`src/rtl/sdram_avl_arbiter_if.sv`:
```
// Avalon-MM burst port bundle shared by the arbiter's two requester ports and its SDRAM-side port.
// A command transfers on a clock edge where read or write is high and wait_request is low.
// A read beat transfers on every edge where read_data_valid is high; it cannot be stalled.
interface sdram_avl_arbiter_if #(
    parameter int ADDR_W  = 22,
    parameter int DATA_W  = 32,
    parameter int BURST_W = 5
) ();
    logic [ADDR_W-1:0]   address;
    logic                read;
    logic                write;
    logic [DATA_W-1:0]   write_data;
    logic [DATA_W/8-1:0] byte_enable;
    logic [BURST_W-1:0]  burst_count;
    logic [DATA_W-1:0]   read_data;
    logic                read_data_valid;
    logic                wait_request;

    modport master (
        output address, read, write, write_data, byte_enable, burst_count,
        input  read_data, read_data_valid, wait_request
    );

    modport slave (
        input  address, read, write, write_data, byte_enable, burst_count,
        output read_data, read_data_valid, wait_request
    );
endinterface

```
`src/rtl/sdram_avl_arbiter.sv`:
```
// Two-master Avalon-MM burst arbiter in front of one SDRAM controller port.
// Round-robin grant per complete burst; read beats are routed only to the owning master.
module sdram_avl_arbiter #(
    parameter int ADDR_W  = 22,
    parameter int DATA_W  = 32,
    parameter int BURST_W = 5
) (
    input  logic                  clk,
    input  logic                  rst,
    sdram_avl_arbiter_if.slave    m0,
    sdram_avl_arbiter_if.slave    m1,
    sdram_avl_arbiter_if.master   s,
    output logic [1:0]            owner,
    output logic [1:0]            state_dbg
);

    typedef enum logic [1:0] {
        IDLE    = 2'd0,
        WRITE   = 2'd1,
        RD_CMD  = 2'd2,
        RD_WAIT = 2'd3
    } state_t;

    localparam logic [BURST_W:0]   CNT_ONE = (BURST_W + 1)'(1);
    localparam logic [BURST_W-1:0] BC_ONE  = BURST_W'(1);

    state_t             state_q, state_d;
    logic               owner_q, owner_d;   // 0 = M0, 1 = M1
    logic               last_q, last_d;     // master granted by the last completed burst
    logic [BURST_W:0]   cnt_q, cnt_d;

    logic               req0, req1;
    logic               pick;
    logic               pick_write;
    logic [BURST_W-1:0] pick_bc;
    logic [BURST_W-1:0] sel_bc;
    logic               sel_read, sel_write;
    logic               s_read, s_write;
    logic               fwd_phase;
    logic               rd_phase;

    always_ff @(posedge clk) begin
        if (rst) begin
            state_q <= IDLE;
            owner_q <= 1'b0;
            last_q  <= 1'b1;
            cnt_q   <= '0;
        end else begin
            state_q <= state_d;
            owner_q <= owner_d;
            last_q  <= last_d;
            cnt_q   <= cnt_d;
        end
    end

    assign req0      = m0.read | m0.write;
    assign req1      = m1.read | m1.write;
    assign sel_read  = owner_q ? m1.read  : m0.read;
    assign sel_write = owner_q ? m1.write : m0.write;
    assign sel_bc    = owner_q ? m1.burst_count : m0.burst_count;

    always_comb begin
        state_d    = state_q;
        owner_d    = owner_q;
        last_d     = last_q;
        cnt_d      = cnt_q;
        s_read     = 1'b0;
        s_write    = 1'b0;
        pick       = 1'b0;
        pick_write = 1'b0;
        pick_bc    = '0;
        case (state_q)
            IDLE: begin
                if (req0 || req1) begin
                    // On a tie the master that did not own the previous burst wins.
                    pick       = (req0 && req1) ? ~last_q : req1;
                    pick_write = pick ? m1.write : m0.write;
                    pick_bc    = pick ? m1.burst_count : m0.burst_count;
                    owner_d    = pick;
                    cnt_d      = (pick_bc == '0) ? CNT_ONE : {1'b0, pick_bc};
                    state_d    = pick_write ? WRITE : RD_CMD;
                end
            end
            WRITE: begin
                s_write = sel_write;
                if (s_write && !s.wait_request) begin
                    cnt_d = cnt_q - CNT_ONE;
                    if (cnt_q == CNT_ONE) begin
                        state_d = IDLE;
                        last_d  = owner_q;
                    end
                end
            end
            RD_CMD: begin
                s_read = sel_read;
                if (s_read && !s.wait_request) begin
                    state_d = RD_WAIT;
                end
            end
            RD_WAIT: begin
                if (s.read_data_valid) begin
                    cnt_d = cnt_q - CNT_ONE;
                    if (cnt_q == CNT_ONE) begin
                        state_d = IDLE;
                        last_d  = owner_q;
                    end
                end
            end
            default: state_d = IDLE;
        endcase
    end

    assign fwd_phase = (state_q == WRITE) || (state_q == RD_CMD);
    assign rd_phase  = (state_q == RD_CMD) || (state_q == RD_WAIT);

    assign s.address     = owner_q ? m1.address     : m0.address;
    assign s.write_data  = owner_q ? m1.write_data  : m0.write_data;
    assign s.byte_enable = owner_q ? m1.byte_enable : m0.byte_enable;
    // A zero burst count is treated as a single beat all the way to the controller.
    assign s.burst_count = (sel_bc == '0) ? BC_ONE : sel_bc;
    assign s.read        = s_read;
    assign s.write       = s_write;

    assign m0.wait_request = (fwd_phase && !owner_q) ? s.wait_request : 1'b1;
    assign m1.wait_request = (fwd_phase &&  owner_q) ? s.wait_request : 1'b1;

    // Valids outside a read phase are dropped; they carry no owner.
    assign m0.read_data       = s.read_data;
    assign m1.read_data       = s.read_data;
    assign m0.read_data_valid = s.read_data_valid && rd_phase && !owner_q;
    assign m1.read_data_valid = s.read_data_valid && rd_phase &&  owner_q;

    assign owner     = (state_q == IDLE) ? 2'b00 : (owner_q ? 2'b10 : 2'b01);
    assign state_dbg = state_q;

endmodule

```
`src/flat_wrapper.sv`:
```
// flat-port wrapper written by rule: the top's interface ports become plain ports
module sdram_avl_arbiter_flat 
#(
    parameter int ADDR_W  = 22,
    parameter int DATA_W  = 32,
    parameter int BURST_W = 5
)
  (clk, rst, owner, state_dbg, m0_address, m0_read, m0_write, m0_write_data, m0_byte_enable, m0_burst_count, m0_read_data, m0_read_data_valid, m0_wait_request, m1_address, m1_read, m1_write, m1_write_data, m1_byte_enable, m1_burst_count, m1_read_data, m1_read_data_valid, m1_wait_request, s_address, s_read, s_write, s_write_data, s_byte_enable, s_burst_count, s_read_data, s_read_data_valid, s_wait_request);
  sdram_avl_arbiter_if #(.ADDR_W(ADDR_W), .DATA_W(DATA_W), .BURST_W(BURST_W)) m0_i ();
  sdram_avl_arbiter_if #(.ADDR_W(ADDR_W), .DATA_W(DATA_W), .BURST_W(BURST_W)) m1_i ();
  sdram_avl_arbiter_if #(.ADDR_W(ADDR_W), .DATA_W(DATA_W), .BURST_W(BURST_W)) s_i ();
  input  logic clk;
  input  logic rst;
  output logic [1:0] owner;
  output logic [1:0] state_dbg;
  input wire logic [$bits(m0_i.address)-1:0] m0_address;
  input wire logic [$bits(m0_i.read)-1:0] m0_read;
  input wire logic [$bits(m0_i.write)-1:0] m0_write;
  input wire logic [$bits(m0_i.write_data)-1:0] m0_write_data;
  input wire logic [$bits(m0_i.byte_enable)-1:0] m0_byte_enable;
  input wire logic [$bits(m0_i.burst_count)-1:0] m0_burst_count;
  output wire logic [$bits(m0_i.read_data)-1:0] m0_read_data;
  output wire logic [$bits(m0_i.read_data_valid)-1:0] m0_read_data_valid;
  output wire logic [$bits(m0_i.wait_request)-1:0] m0_wait_request;
  input wire logic [$bits(m1_i.address)-1:0] m1_address;
  input wire logic [$bits(m1_i.read)-1:0] m1_read;
  input wire logic [$bits(m1_i.write)-1:0] m1_write;
  input wire logic [$bits(m1_i.write_data)-1:0] m1_write_data;
  input wire logic [$bits(m1_i.byte_enable)-1:0] m1_byte_enable;
  input wire logic [$bits(m1_i.burst_count)-1:0] m1_burst_count;
  output wire logic [$bits(m1_i.read_data)-1:0] m1_read_data;
  output wire logic [$bits(m1_i.read_data_valid)-1:0] m1_read_data_valid;
  output wire logic [$bits(m1_i.wait_request)-1:0] m1_wait_request;
  output wire logic [$bits(s_i.address)-1:0] s_address;
  output wire logic [$bits(s_i.read)-1:0] s_read;
  output wire logic [$bits(s_i.write)-1:0] s_write;
  output wire logic [$bits(s_i.write_data)-1:0] s_write_data;
  output wire logic [$bits(s_i.byte_enable)-1:0] s_byte_enable;
  output wire logic [$bits(s_i.burst_count)-1:0] s_burst_count;
  input wire logic [$bits(s_i.read_data)-1:0] s_read_data;
  input wire logic [$bits(s_i.read_data_valid)-1:0] s_read_data_valid;
  input wire logic [$bits(s_i.wait_request)-1:0] s_wait_request;
  assign m0_i.address = m0_address;
  assign m0_i.read = m0_read;
  assign m0_i.write = m0_write;
  assign m0_i.write_data = m0_write_data;
  assign m0_i.byte_enable = m0_byte_enable;
  assign m0_i.burst_count = m0_burst_count;
  assign m0_read_data = m0_i.read_data;
  assign m0_read_data_valid = m0_i.read_data_valid;
  assign m0_wait_request = m0_i.wait_request;
  assign m1_i.address = m1_address;
  assign m1_i.read = m1_read;
  assign m1_i.write = m1_write;
  assign m1_i.write_data = m1_write_data;
  assign m1_i.byte_enable = m1_byte_enable;
  assign m1_i.burst_count = m1_burst_count;
  assign m1_read_data = m1_i.read_data;
  assign m1_read_data_valid = m1_i.read_data_valid;
  assign m1_wait_request = m1_i.wait_request;
  assign s_address = s_i.address;
  assign s_read = s_i.read;
  assign s_write = s_i.write;
  assign s_write_data = s_i.write_data;
  assign s_byte_enable = s_i.byte_enable;
  assign s_burst_count = s_i.burst_count;
  assign s_i.read_data = s_read_data;
  assign s_i.read_data_valid = s_read_data_valid;
  assign s_i.wait_request = s_wait_request;
  sdram_avl_arbiter #(.ADDR_W(ADDR_W), .DATA_W(DATA_W), .BURST_W(BURST_W)) u_core (.clk(clk), .rst(rst), .m0(m0_i), .m1(m1_i), .s(s_i), .owner(owner), .state_dbg(state_dbg));
endmodule
```
`config.mk`:
```
export PLATFORM = sky130hd
export DESIGN_NAME = sdram_avl_arbiter_flat
export DESIGN_NICKNAME = d
export VERILOG_FILES = /design/src/rtl/sdram_avl_arbiter_if.sv /design/src/rtl/sdram_avl_arbiter.sv /design/src/flat_wrapper.sv
export SDC_FILE = /design/constraint.sdc
export NUM_CORES = 1
export LEC_CHECK = 0
export BUFFER_PORTS_ARGS = -buffer_cell sky130_fd_sc_hd__buf_4
export CORE_AREA = 2 2 117 119
export CTS_BUF_LIST = sky130_fd_sc_hd__clkbuf_8
export DETAILED_ROUTE_END_ITERATION = 10
export DIE_AREA = 0 0 119 121
export GPL_TIMING_DRIVEN = 0
export HOLD_SLACK_MARGIN = 0.1
export PLACE_DENSITY_LB_ADDON = 0.15
export SLEW_MARGIN = 20
export SYNTH_ARGS = -nofsm -noshare
export SYNTH_HDL_FRONTEND = slang
export SYNTH_SLANG_ARGS = --single-unit
```
`constraint.sdc`:
```
create_clock -name clk -period 1.66 [get_ports clk]
set_clock_uncertainty 0.2 [all_clocks]
set_input_delay 0.249 -clock clk [delete_from_list [all_inputs] [get_ports clk]]
set_output_delay 0.249 -clock clk [all_outputs]
set_load 0.01 [all_outputs]
```
---- Yosys cells after proc, flatten, opt, wreduce, memory -nomap -nowiden ----
Index checks and enable logic that the tools add are counted.
word-level totals
  ROM bits ................................ 0
  memories ................................ 0
  latch bits .............................. 0
  flip-flop bits (word level) ............. 10
  output and inout bits ................... 137
  bits in writable memories ............... 0
operators by class
  $lt $le $gt $ge ......................... 0
  reductions and logical operators ........ 22
  add/sub/neg operators ................... 1
  multiply operators ...................... 0
  shift-type cells ........................ 0
  equal/unequal tests ..................... 8
  bitwise gates (word level) .............. 3
  div/mod/pow operators ................... 0
  mux-type cells .......................... 32
operators with widths
  kind                   number
  $mux W32               1
  $mux W22               1
  $mux W5                4
  $mux W6                3
  $pmux W6 S3            1
  $mux W2                8
  $mux W1                11
  $logic_not A5 Y1       2
  $logic_and A1 B1 Y1    8
  $pmux W2 S4            1
  $reduce_and A4 Y1      2
  $eq A6 B1 Y1 const B   1
  $ne A2 B1 Y1 const B   3
  $sub A6 B1 Y6 const B  1
  $eq A2 B2 Y1 const B   2
  $mux W4                1
  $logic_or A1 B1 Y1     3
  $reduce_and A3 Y1      1
  $reduce_bool A3 Y1     1
  $eq A2 B1 Y1 const B   1
  $logic_not A1 Y1       2
  $logic_not A2 Y1       1
  $ne A2 B2 Y1 const B   1
  $or A1 B1 Y1           2
  other kinds (4)        4

---- Longest topological paths before layout ----
Gate-level depths: netlist (run 1).
  depth in word-level cells ............... 8
  mapped depth ............................ 7
  depth with buffers taken out ............ 6

---- Worst setup path before layout (run 1) ----
No wires, ideal clock.
  path kind ............................... reg2out
  start ................................... register u_core.owner_q
  end ..................................... output port s_burst_count[0]
  cell stages (with the launch flop) ...... 5
  setup slack ............................. -0.315 ns
  data arrival time ....................... 1.526 ns
  cells stage by stage .................... dfxtp_1 -> buf_6 -> clkbuf_1 -> mux2_2 -> o41ai_1
between the ends
  word-level cells in the longest chain between the ends .. 3
RTL lines
  what                    RTL line                  RTL
  start, declared         sdram_avl_arbiter.sv:28   logic owner_q, owner_d;
  start signal, assigned  sdram_avl_arbiter.sv:50   owner_q <= owner_d;
  $mux W5 *               sdram_avl_arbiter.sv:60   assign sel_bc = owner_q ? m1.burst_count : m0.burst_count;
  $logic_not A5 Y1        sdram_avl_arbiter.sv:120  assign s.burst_count = (sel_bc == '0) ? BC_ONE : sel_bc;
  $mux W5 *               sdram_avl_arbiter.sv:120
  end, declared           flat_wrapper.sv:39        output wire logic [$bits(s_i.burst_count)-1:0] s_burst_count;
Mark *: on every way between the ends. The rest lies on a longest branch, timed or not.

---- Final worst setup path (run 1) ----
Same ends and word-level chain as after synthesis.

==> flow_results.xml, run 1 <==
<?xml version="1.0" encoding="UTF-8"?>
<metrics>
  <group name="status">
    <metric name="run_status" unit="">complete, but fails checks</metric>
    <metric name="violations" unit="">negative setup slack</metric>
  </group>
  <group name="flow_run">
    <metric name="timing.max_cap.violations" unit="">0</metric>
  </group>
  <group name="synthesis">
    <metric name="yosys-top-cells-area" unit="">sky130_fd_sc_hd__mux2_2 (32%), sky130_fd_sc_hd__buf_4 (22%), sky130_fd_sc_hd__dfxtp_1 (9.1%)</metric>
    <metric name="synth_top_cell_by_area" unit="">sky130_fd_sc_hd__mux2_2</metric>
    <metric name="ys_seq_elements" unit="">10</metric>
    <metric name="synthMostInstantiatedCell" unit="">sky130_fd_sc_hd__buf_4</metric>
    <metric name="synth_area" unit="um2">2190</metric>
    <metric name="synthesis.nets" unit="">427</metric>
    <metric name="most_instantiated_cells_after_synthesis" unit="">sky130_fd_sc_hd__buf_4 (64), sky130_fd_sc_hd__mux2_2 (62), sky130_fd_sc_hd__nor2_1 (15)</metric>
    <metric name="postSynth.topFlopCell" unit="">sky130_fd_sc_hd__dfxtp_1</metric>
    <metric name="synthesis.instances" unit="">255</metric>
    <metric name="synth_warnings" unit="">0</metric>
    <metric name="synth_seq_area_share" unit="">0.0914</metric>
    <metric name="syn_area_per_cell" unit="um2">8.59</metric>
    <metric name="yosys.area.top_type_share" unit="">0.319</metric>
    <metric name="synthArstFlopShare" unit="">0</metric>
    <metric name="post_synth_num_cell_types" unit="">50</metric>
    <metric name="synth_enable_flop_cells" unit="">0</metric>
  </group>
  <group name="clock_tree">
    <metric name="clockRootBuffer" unit="">sky130_fd_sc_hd__clkbuf_8</metric>
    <metric name="tritoncts" unit="">built</metric>
    <metric name="htree_num_levels" unit="">1</metric>
    <metric name="clkSinkCount" unit="">10</metric>
    <metric name="clock_latency" unit="ps">240</metric>
    <metric name="holdBufCountCts" unit="">0</metric>
    <metric name="clkTransAtPathRegs" unit="ps">60</metric>
    <metric name="cts_made_buffers" unit="">3</metric>
    <metric name="cts-root-to-sink-buffers" unit="">2</metric>
  </group>
  <group name="placed_design">
    <metric name="dp.final_hpwl" unit="um">10300</metric>
    <metric name="number_of_port_buffers" unit="">269</metric>
    <metric name="routabilityCongestion" unit="">0.832</metric>
    <metric name="detailedPlace.worstSlack" unit="ps">-454</metric>
    <metric name="dpl.cell_count" unit="">700</metric>
    <metric name="postPlaceCellArea" unit="um2">4530</metric>
  </group>
  <group name="critical_path">
    <metric name="cpLargestDelayFamily" unit="">multiplexers</metric>
    <metric name="start_kind" unit="">flop</metric>
    <metric name="timing.setup.critical_path_class" unit="">flop to output pin</metric>
    <metric name="cp_slowest_stage_delay" unit="ps">360</metric>
    <metric name="worst_ep_arrival_time" unit="ps">1540</metric>
    <metric name="worst_ep_required_time" unit="ps">1210</metric>
    <metric name="master_of_the_slowest_instance_on_the_critical_path" unit="">sky130_fd_sc_hd__mux2_2</metric>
    <metric name="worst-path-buf-inv" unit="">2</metric>
    <metric name="critPathCaptureType" unit="">output pin</metric>
    <metric name="path_cells" unit="">buf_6 -&gt; mux2_2 -&gt; o41ai_4 -&gt; buf_4</metric>
    <metric name="worstPathMaxFanout" unit="">5</metric>
  </group>
  <group name="finish">
    <metric name="layout.filler_cells" unit="">1360</metric>
    <metric name="drive_gt1_frac" unit="">0.849</metric>
    <metric name="finalNetCount" unit="">711</metric>
    <metric name="final_cell_count_no_fill" unit="">714</metric>
    <metric name="final_cell_area" unit="um2">5010</metric>
    <metric name="layout-area-overhead-vs-synth" unit="%">129</metric>
    <metric name="antenna_cells" unit="">0</metric>
  </group>
  <group name="detailed_routing">
    <metric name="num_vias" unit="">2952</metric>
    <metric name="met2WireLength" unit="um">6500</metric>
    <metric name="dr.first_iter.drc_count" unit="">63</metric>
    <metric name="detail_route.wl_per_cell" unit="um">16.8</metric>
    <metric name="route.antenna.remaining_nets" unit="">0</metric>
    <metric name="firstDrtPassIters" unit="">4</metric>
    <metric name="drt-total-wl" unit="um">12000</metric>
    <metric name="met1_length" unit="um">4390</metric>
    <metric name="met3_wirelength" unit="um">989</metric>
    <metric name="remaining_drc_errors" unit="">0</metric>
    <metric name="top_layer" unit="">met4</metric>
    <metric name="vias_per_cell" unit="">4.13</metric>
  </group>
  <group name="timing">
    <metric name="finalSetupTns" unit="ps">-21480</metric>
    <metric name="worstMarginPinSlew" unit="ps">647</metric>
    <metric name="final_min_period_over_clock_period" unit="">1.20</metric>
    <metric name="grt_setup_unrepaired" unit="">yes</metric>
    <metric name="slew_violations" unit="">0</metric>
    <metric name="hold_viol_final" unit="">0</metric>
    <metric name="postLayoutSetupSlackWorst" unit="ps">-331</metric>
    <metric name="setup_viol" unit="">77</metric>
    <metric name="min_period" unit="ps">1990</metric>
    <metric name="worst_slew_margin_rel" unit="">0.567</metric>
    <metric name="max_clock_freq" unit="MHz">502</metric>
  </group>
  <group name="grt">
    <metric name="first_pass_grt_wire_length" unit="um">17000</metric>
    <metric name="grt_pass1_vias" unit="">3010</metric>
    <metric name="grt_antenna_before_repair" unit="">0</metric>
    <metric name="global_route.overflow_total" unit="">0</metric>
    <metric name="grt_start_max_net_pins" unit="">11</metric>
    <metric name="grt.total_usage" unit="">0.151</metric>
  </group>
  <group name="die">
    <metric name="die_width" unit="um">119</metric>
    <metric name="design.core.area" unit="um2">13100</metric>
    <metric name="die_height" unit="um">121</metric>
    <metric name="fp-row-count" unit="">42</metric>
    <metric name="die-area" unit="um2">14400</metric>
    <metric name="initial_utilization" unit="">0.167</metric>
    <metric name="io_pins" unit="">303</metric>
  </group>
  <group name="power">
    <metric name="irDropWorstVdd" unit="mV">0.425</metric>
    <metric name="leakagePower" unit="nW">2.45</metric>
    <metric name="finalPower" unit="mW">4.57</metric>
    <metric name="power.density_cell_area" unit="nW/um2">913</metric>
  </group>
  <group name="worst_hold_path">
    <metric name="timing.hold.worst.class" unit="">primary input to flop</metric>
  </group>
</metrics>
## per-stage QoR
stage	hold slack [ps]	util
after floorplan	231	-
after detailed placement	281	0.346
after global routing	134	0.383
final	152	0.383
after global placement	279	0.346
after CTS	117	0.363
## final cells by class
class | instances | area [um2] | area share
multi-input combinational | 160 | 1680 | 0.335
clock buffer | 3 | 41.3 | 0.00824
tap | 176 | 220 | 0.0440
buffer | 74 | 596 | 0.119
timing repair buffer | 281 | 2220 | 0.444
sequential | 10 | 209 | 0.0417
clock inverter | 1 | 3.75 | 0.000749
inverter | 9 | 36.3 | 0.00724
## cells in the final DEF (no fill, tap or decap), types with 4 or more instances in the layout
cell and count:
sky130_fd_sc_hd__nor3_1 4, sky130_fd_sc_hd__buf_4 326, sky130_fd_sc_hd__inv_1 7, sky130_fd_sc_hd__mux2_2 48, sky130_fd_sc_hd__nor4_1 4, sky130_fd_sc_hd__clkbuf_8 4
sky130_fd_sc_hd__a21oi_1 5, sky130_fd_sc_hd__nand2_1 4, sky130_fd_sc_hd__nand3_1 5, sky130_fd_sc_hd__dfxtp_1 7, sky130_fd_sc_hd__nor2_1 14, sky130_fd_sc_hd__mux2_4 15
sky130_fd_sc_hd__buf_6 21
## layer usage
| layer | global-route usage | vias to the layer above |
|---|---|---|
| met5 | 0 | - |
| met4 | 0.0156 | 0 |
| met3 | 0.0461 | 6 |
| met2 | 0.298 | 144 |
| met1 | 0.163 | 1379 |
| li1 | - | 1423 |
## path summary, 6_finish.rpt
check,from,end,slack (ps),depth (start not counted)
worst max-delay path,u_core.owner_q$_SDFFE_PP0P_,s_burst_count[0],-330,4
worst max register to register,u_core.owner_q$_SDFFE_PP0P_,u_core.state_dbg[0]$_SDFFE_PP0P_,-320,7
worst min register to register,u_core.cnt_q[5]$_SDFFE_PP0P_,u_core.cnt_q[5]$_SDFFE_PP0P_,280,2
worst min-delay path,m1_burst_count[2],u_core.cnt_q[2]$_SDFFE_PP0P_,150,3
## tightest hold or removal path, delay by kind of cell
family	cells	cell delay, ps
AO/OA/AOI/OAI	2	210
buffers and inverters	1	100
## cells by family (layout without fill, tap and decap cells)
kind of cell,after synthesis,in the layout,synth area share
buffers and inverters,85,368,0.263
muxes,66,66,0.339
and+or+nand+nor,48,48,0.118
AOI/OAI and AO/OA,39,39,0.150
DFF,10,10,0.0914
adders and majority gates,6,6,0.0343
xor gates and xnor gates,1,1,0.00400
## power by group
group | internal, mW | switching, mW
Sequential | 0.356 | 0.147
Clock | 0.163 | 0.110
Combinational | 2.06 | 1.74
Total | 2.58 | 1.99
## timing repair
| item | CTS | global route |
|---|---|---|
| pin swaps | 15 | 11 |
| gates cloned | 1 | 1 |
| setup buffers | 6 | 5 |
| setup endpoints to repair | 79 | 79 |
| resized for setup | 38 | 44 |
## state kept, by name, indices dropped and copies added (netlist names)
signal	flops
u_core.state_dbg	2
u_core.cnt_q	6
u_core.owner_q	1
u_core.last_q	1
Note: power is estimated with default switching activity, not from simulation.
==> inputs of run 2 (changes only) <==
--- a/config.mk
+++ b/config.mk
@@ -6,6 +6,8 @@
 export NUM_CORES = 1
 export LEC_CHECK = 0
 export BUFFER_PORTS_ARGS = -buffer_cell sky130_fd_sc_hd__buf_4
+export CELL_PAD_IN_SITES_DETAIL_PLACEMENT = 1
+export CELL_PAD_IN_SITES_GLOBAL_PLACEMENT = 1
 export CORE_AREA = 2 2 117 119
 export CTS_BUF_LIST = sky130_fd_sc_hd__clkbuf_8
 export DETAILED_ROUTE_END_ITERATION = 10
==> run 2 against run 1 <==
Compared with the run above:
- setup slack improved by 3.4 ps
- register-to-register slack improved by 40 ps
- via count is 1.7% higher
- count of clock-buffer cells in the layout did not move
- cell area decreased by 1.2%
- largest power group unchanged
- global-route usage is 1.7 points higher
- wire length rose by 7.8%
- first-iteration DRC count fell by 22%
- utilization is 0.48 points lower
- combinational power about the same
- die area unchanged
- critical path depth is 1 higher
- the flow still finishes with violations (negative setup slack)
- largest cell class unchanged
==> flow_results.xml, run 2 (synthesis gave the netlist of run 1 again) <==
<?xml version="1.0" encoding="UTF-8"?>
<metrics>
  <group name="finish">
    <metric name="mostFrequentLayoutCells" unit="">sky130_fd_sc_hd__buf_4 (342), sky130_fd_sc_hd__mux2_2 (59), sky130_fd_sc_hd__nor2_1 (14)</metric>
    <metric name="registers.top_by_ff_count" unit="">u_core.cnt_q</metric>
    <metric name="finalNetCount" unit="">717</metric>
    <metric name="final_cell_count_no_fill" unit="">720</metric>
    <metric name="antenna_cells" unit="">0</metric>
    <metric name="layout.cells.most_common" unit="">sky130_fd_sc_hd__buf_4</metric>
    <metric name="layout.filler_cells" unit="">1535</metric>
    <metric name="drive_gt1_frac" unit="">0.851</metric>
    <metric name="layout-area-overhead-vs-synth" unit="%">126</metric>
    <metric name="flip_flop_count_of_the_largest_register_after_layout" unit="">6</metric>
  </group>
  <group name="critical_path">
    <metric name="worst_ep_arrival_time" unit="ps">1540</metric>
    <metric name="master_of_the_slowest_instance_on_the_critical_path" unit="">sky130_fd_sc_hd__mux2_2</metric>
    <metric name="cp_slowest_stage_delay" unit="ps">370</metric>
    <metric name="path_cells" unit="">buf_6 -&gt; clkbuf_16 -&gt; buf_4 -&gt; mux2_2 -&gt; buf_4</metric>
    <metric name="critPathCaptureType" unit="">output pin</metric>
    <metric name="start_kind" unit="">flop</metric>
    <metric name="worst_ep_required_time" unit="ps">1210</metric>
    <metric name="worst-path-buf-inv" unit="">4</metric>
    <metric name="cpLargestDelayFamily" unit="">buffers and inverters</metric>
    <metric name="timing.setup.critical_path_class" unit="">flop to output pin</metric>
    <metric name="worstPathMaxFanout" unit="">10</metric>
    <metric name="worst_path_most_repeated_cell" unit="">sky130_fd_sc_hd__buf_4</metric>
  </group>
  <group name="placed_design">
    <metric name="dp.final_hpwl" unit="um">11200</metric>
    <metric name="routabilityCongestion" unit="">0.752</metric>
    <metric name="dpl.cell_count" unit="">700</metric>
    <metric name="number_of_port_buffers" unit="">269</metric>
  </group>
  <group name="clock_tree">
    <metric name="clkTransAtPathRegs" unit="ps">40</metric>
    <metric name="cts_made_buffers" unit="">3</metric>
    <metric name="clock_latency" unit="ps">240</metric>
    <metric name="tritoncts" unit="">built</metric>
    <metric name="clkSinkCount" unit="">10</metric>
    <metric name="htree_num_levels" unit="">1</metric>
    <metric name="cts-root-to-sink-buffers" unit="">2</metric>
    <metric name="clockRootBuffer" unit="">sky130_fd_sc_hd__clkbuf_8</metric>
    <metric name="holdBufCountCts" unit="">0</metric>
  </group>
  <group name="die">
    <metric name="die_width" unit="um">119</metric>
    <metric name="io_pins" unit="">303</metric>
    <metric name="design.core.area" unit="um2">13100</metric>
    <metric name="initial_utilization" unit="">0.167</metric>
    <metric name="die_height" unit="um">121</metric>
    <metric name="die-area" unit="um2">14400</metric>
    <metric name="fp-row-count" unit="">42</metric>
  </group>
  <group name="timing">
    <metric name="min_period" unit="ps">1990</metric>
    <metric name="postLayoutSetupSlackWorst" unit="ps">-328</metric>
    <metric name="slew_violations" unit="">0</metric>
    <metric name="worstMarginPinSlew" unit="ps">739</metric>
    <metric name="finalHoldWorstSlack" unit="ps">154</metric>
    <metric name="grt_setup_unrepaired" unit="">yes</metric>
    <metric name="hold_viol_final" unit="">0</metric>
    <metric name="worst_slew_margin_rel" unit="">0.503</metric>
    <metric name="setup_viol" unit="">77</metric>
    <metric name="max_clock_freq" unit="MHz">503</metric>
    <metric name="final_min_period_over_clock_period" unit="">1.20</metric>
  </group>
  <group name="flow_run">
    <metric name="timing.max_cap.violations" unit="">0</metric>
  </group>
  <group name="status">
    <metric name="violations" unit="">negative setup slack</metric>
    <metric name="run_status" unit="">complete, but fails checks</metric>
  </group>
  <group name="detailed_routing">
    <metric name="met1_length" unit="um">4390</metric>
    <metric name="num_vias" unit="">3002</metric>
    <metric name="detail_route.wl_per_cell" unit="um">17.9</metric>
    <metric name="route.antenna.remaining_nets" unit="">0</metric>
    <metric name="top_layer" unit="">met4</metric>
    <metric name="dr.first_iter.drc_count" unit="">49</metric>
    <metric name="firstDrtPassIters" unit="">4</metric>
    <metric name="met2WireLength" unit="um">7220</metric>
    <metric name="vias_per_cell" unit="">4.17</metric>
    <metric name="remaining_drc_errors" unit="">0</metric>
    <metric name="drt-total-wl" unit="um">12900</metric>
    <metric name="met3_wirelength" unit="um">1130</metric>
  </group>
  <group name="power">
    <metric name="irDropWorstVdd" unit="mV">0.341</metric>
    <metric name="leakagePower" unit="nW">2.42</metric>
    <metric name="power.density_cell_area" unit="nW/um2">928</metric>
  </group>
  <group name="grt">
    <metric name="grt.total_usage" unit="">0.169</metric>
    <metric name="grt_start_max_net_pins" unit="">11</metric>
    <metric name="first_pass_grt_wire_length" unit="um">18900</metric>
    <metric name="grt_pass1_vias" unit="">3235</metric>
    <metric name="grt_antenna_before_repair" unit="">0</metric>
    <metric name="global_route.overflow_total" unit="">0</metric>
  </group>
  <group name="worst_hold_path">
    <metric name="timing.hold.worst.class" unit="">primary input to flop</metric>
  </group>
</metrics>
[run 2: cell count changes in the layout (fill, tap and decap cells not counted), sizes merged]
cell,change
buf,+7
clkinvlp,+1
clkbuf,-1
inv,-1
[run 2: path summary, 6_finish.rpt]
check        cells after the start                               end  slack, ps                         start
min                              3      u_core.cnt_q[2]$_SDFFE_PP0P_        150             m1_burst_count[2]
max reg2reg                      7  u_core.state_dbg[0]$_SDFFE_PP0P_       -280   u_core.owner_q$_SDFFE_PP0P_
max                              5                      s_address[5]       -330   u_core.owner_q$_SDFFE_PP0P_
min reg2reg                      2      u_core.cnt_q[5]$_SDFFE_PP0P_        300  u_core.cnt_q[5]$_SDFFE_PP0P_
[run 2: timing repair]
action / 4_1_cts / 5_1_grt
buffers inserted: 14 / 3
pin swaps: 10 / 3
endpoints found under the setup margin: 79 / 78
cloned: 1 / 0
resized for setup: 49 / 14
[run 2: area by class of cell]
type                       count  area [um2]  area share
timing repair buffer         286        2190       0.443
multi-input combinational    160        1620       0.327
buffer                        75         619       0.125
tap                          176         220      0.0445
sequential                    10         209      0.0422
inverter                       9        42.5     0.00860
clock buffer                   3        41.3     0.00835
clock inverter                 1        3.75    0.000759
[run 2: per-stage QoR]
| stage | total power [mW] | instance area, um2 | TNS, ps | worst slack [ps] | util |
|---|---|---|---|---|---|
| finish | 4.59 | 4950 | -19140 | -328 | 0.378 |
| CTS | 4.46 | 4860 | -20230 | -340 | 0.371 |
| global route | 4.91 | 4950 | -23830 | -398 | 0.378 |
| floorplan | 2.41 | 2290 | -10.2 | -10.2 | - |
| detailed placement | 3.66 | 4530 | -22000 | -470 | 0.346 |
| global placement | 3.62 | 4530 | -19570 | -443 | 0.346 |
[run 2: metal layers]
layer | track usage | up-vias
li1 | - | 1437
met1 | 0.172 | 1409
met2 | 0.333 | 142
met3 | 0.0606 | 14
met4 | 0.0238 | 0
met5 | 0 | -
[run 2: where the power goes]
| group | switching [mW] | internal (mW) | leakage (nW) |
|---|---|---|---|
| Clock | 0.103 | 0.162 | 0.0269 |
| Sequential | 0.164 | 0.357 | 0.0840 |
| Combinational | 1.75 | 2.05 | 2.31 |
[run 2: worst reg2reg max path, cell delays in order, from the launching register on]
cell and delay (ps):
sky130_fd_sc_hd__dfxtp_2 310, sky130_fd_sc_hd__buf_6 130, sky130_fd_sc_hd__buf_4 130, sky130_fd_sc_hd__buf_6 110, sky130_fd_sc_hd__mux2_4 330, sky130_fd_sc_hd__o211a_4 270, sky130_fd_sc_hd__and4_4 190, sky130_fd_sc_hd__a311oi_2 190
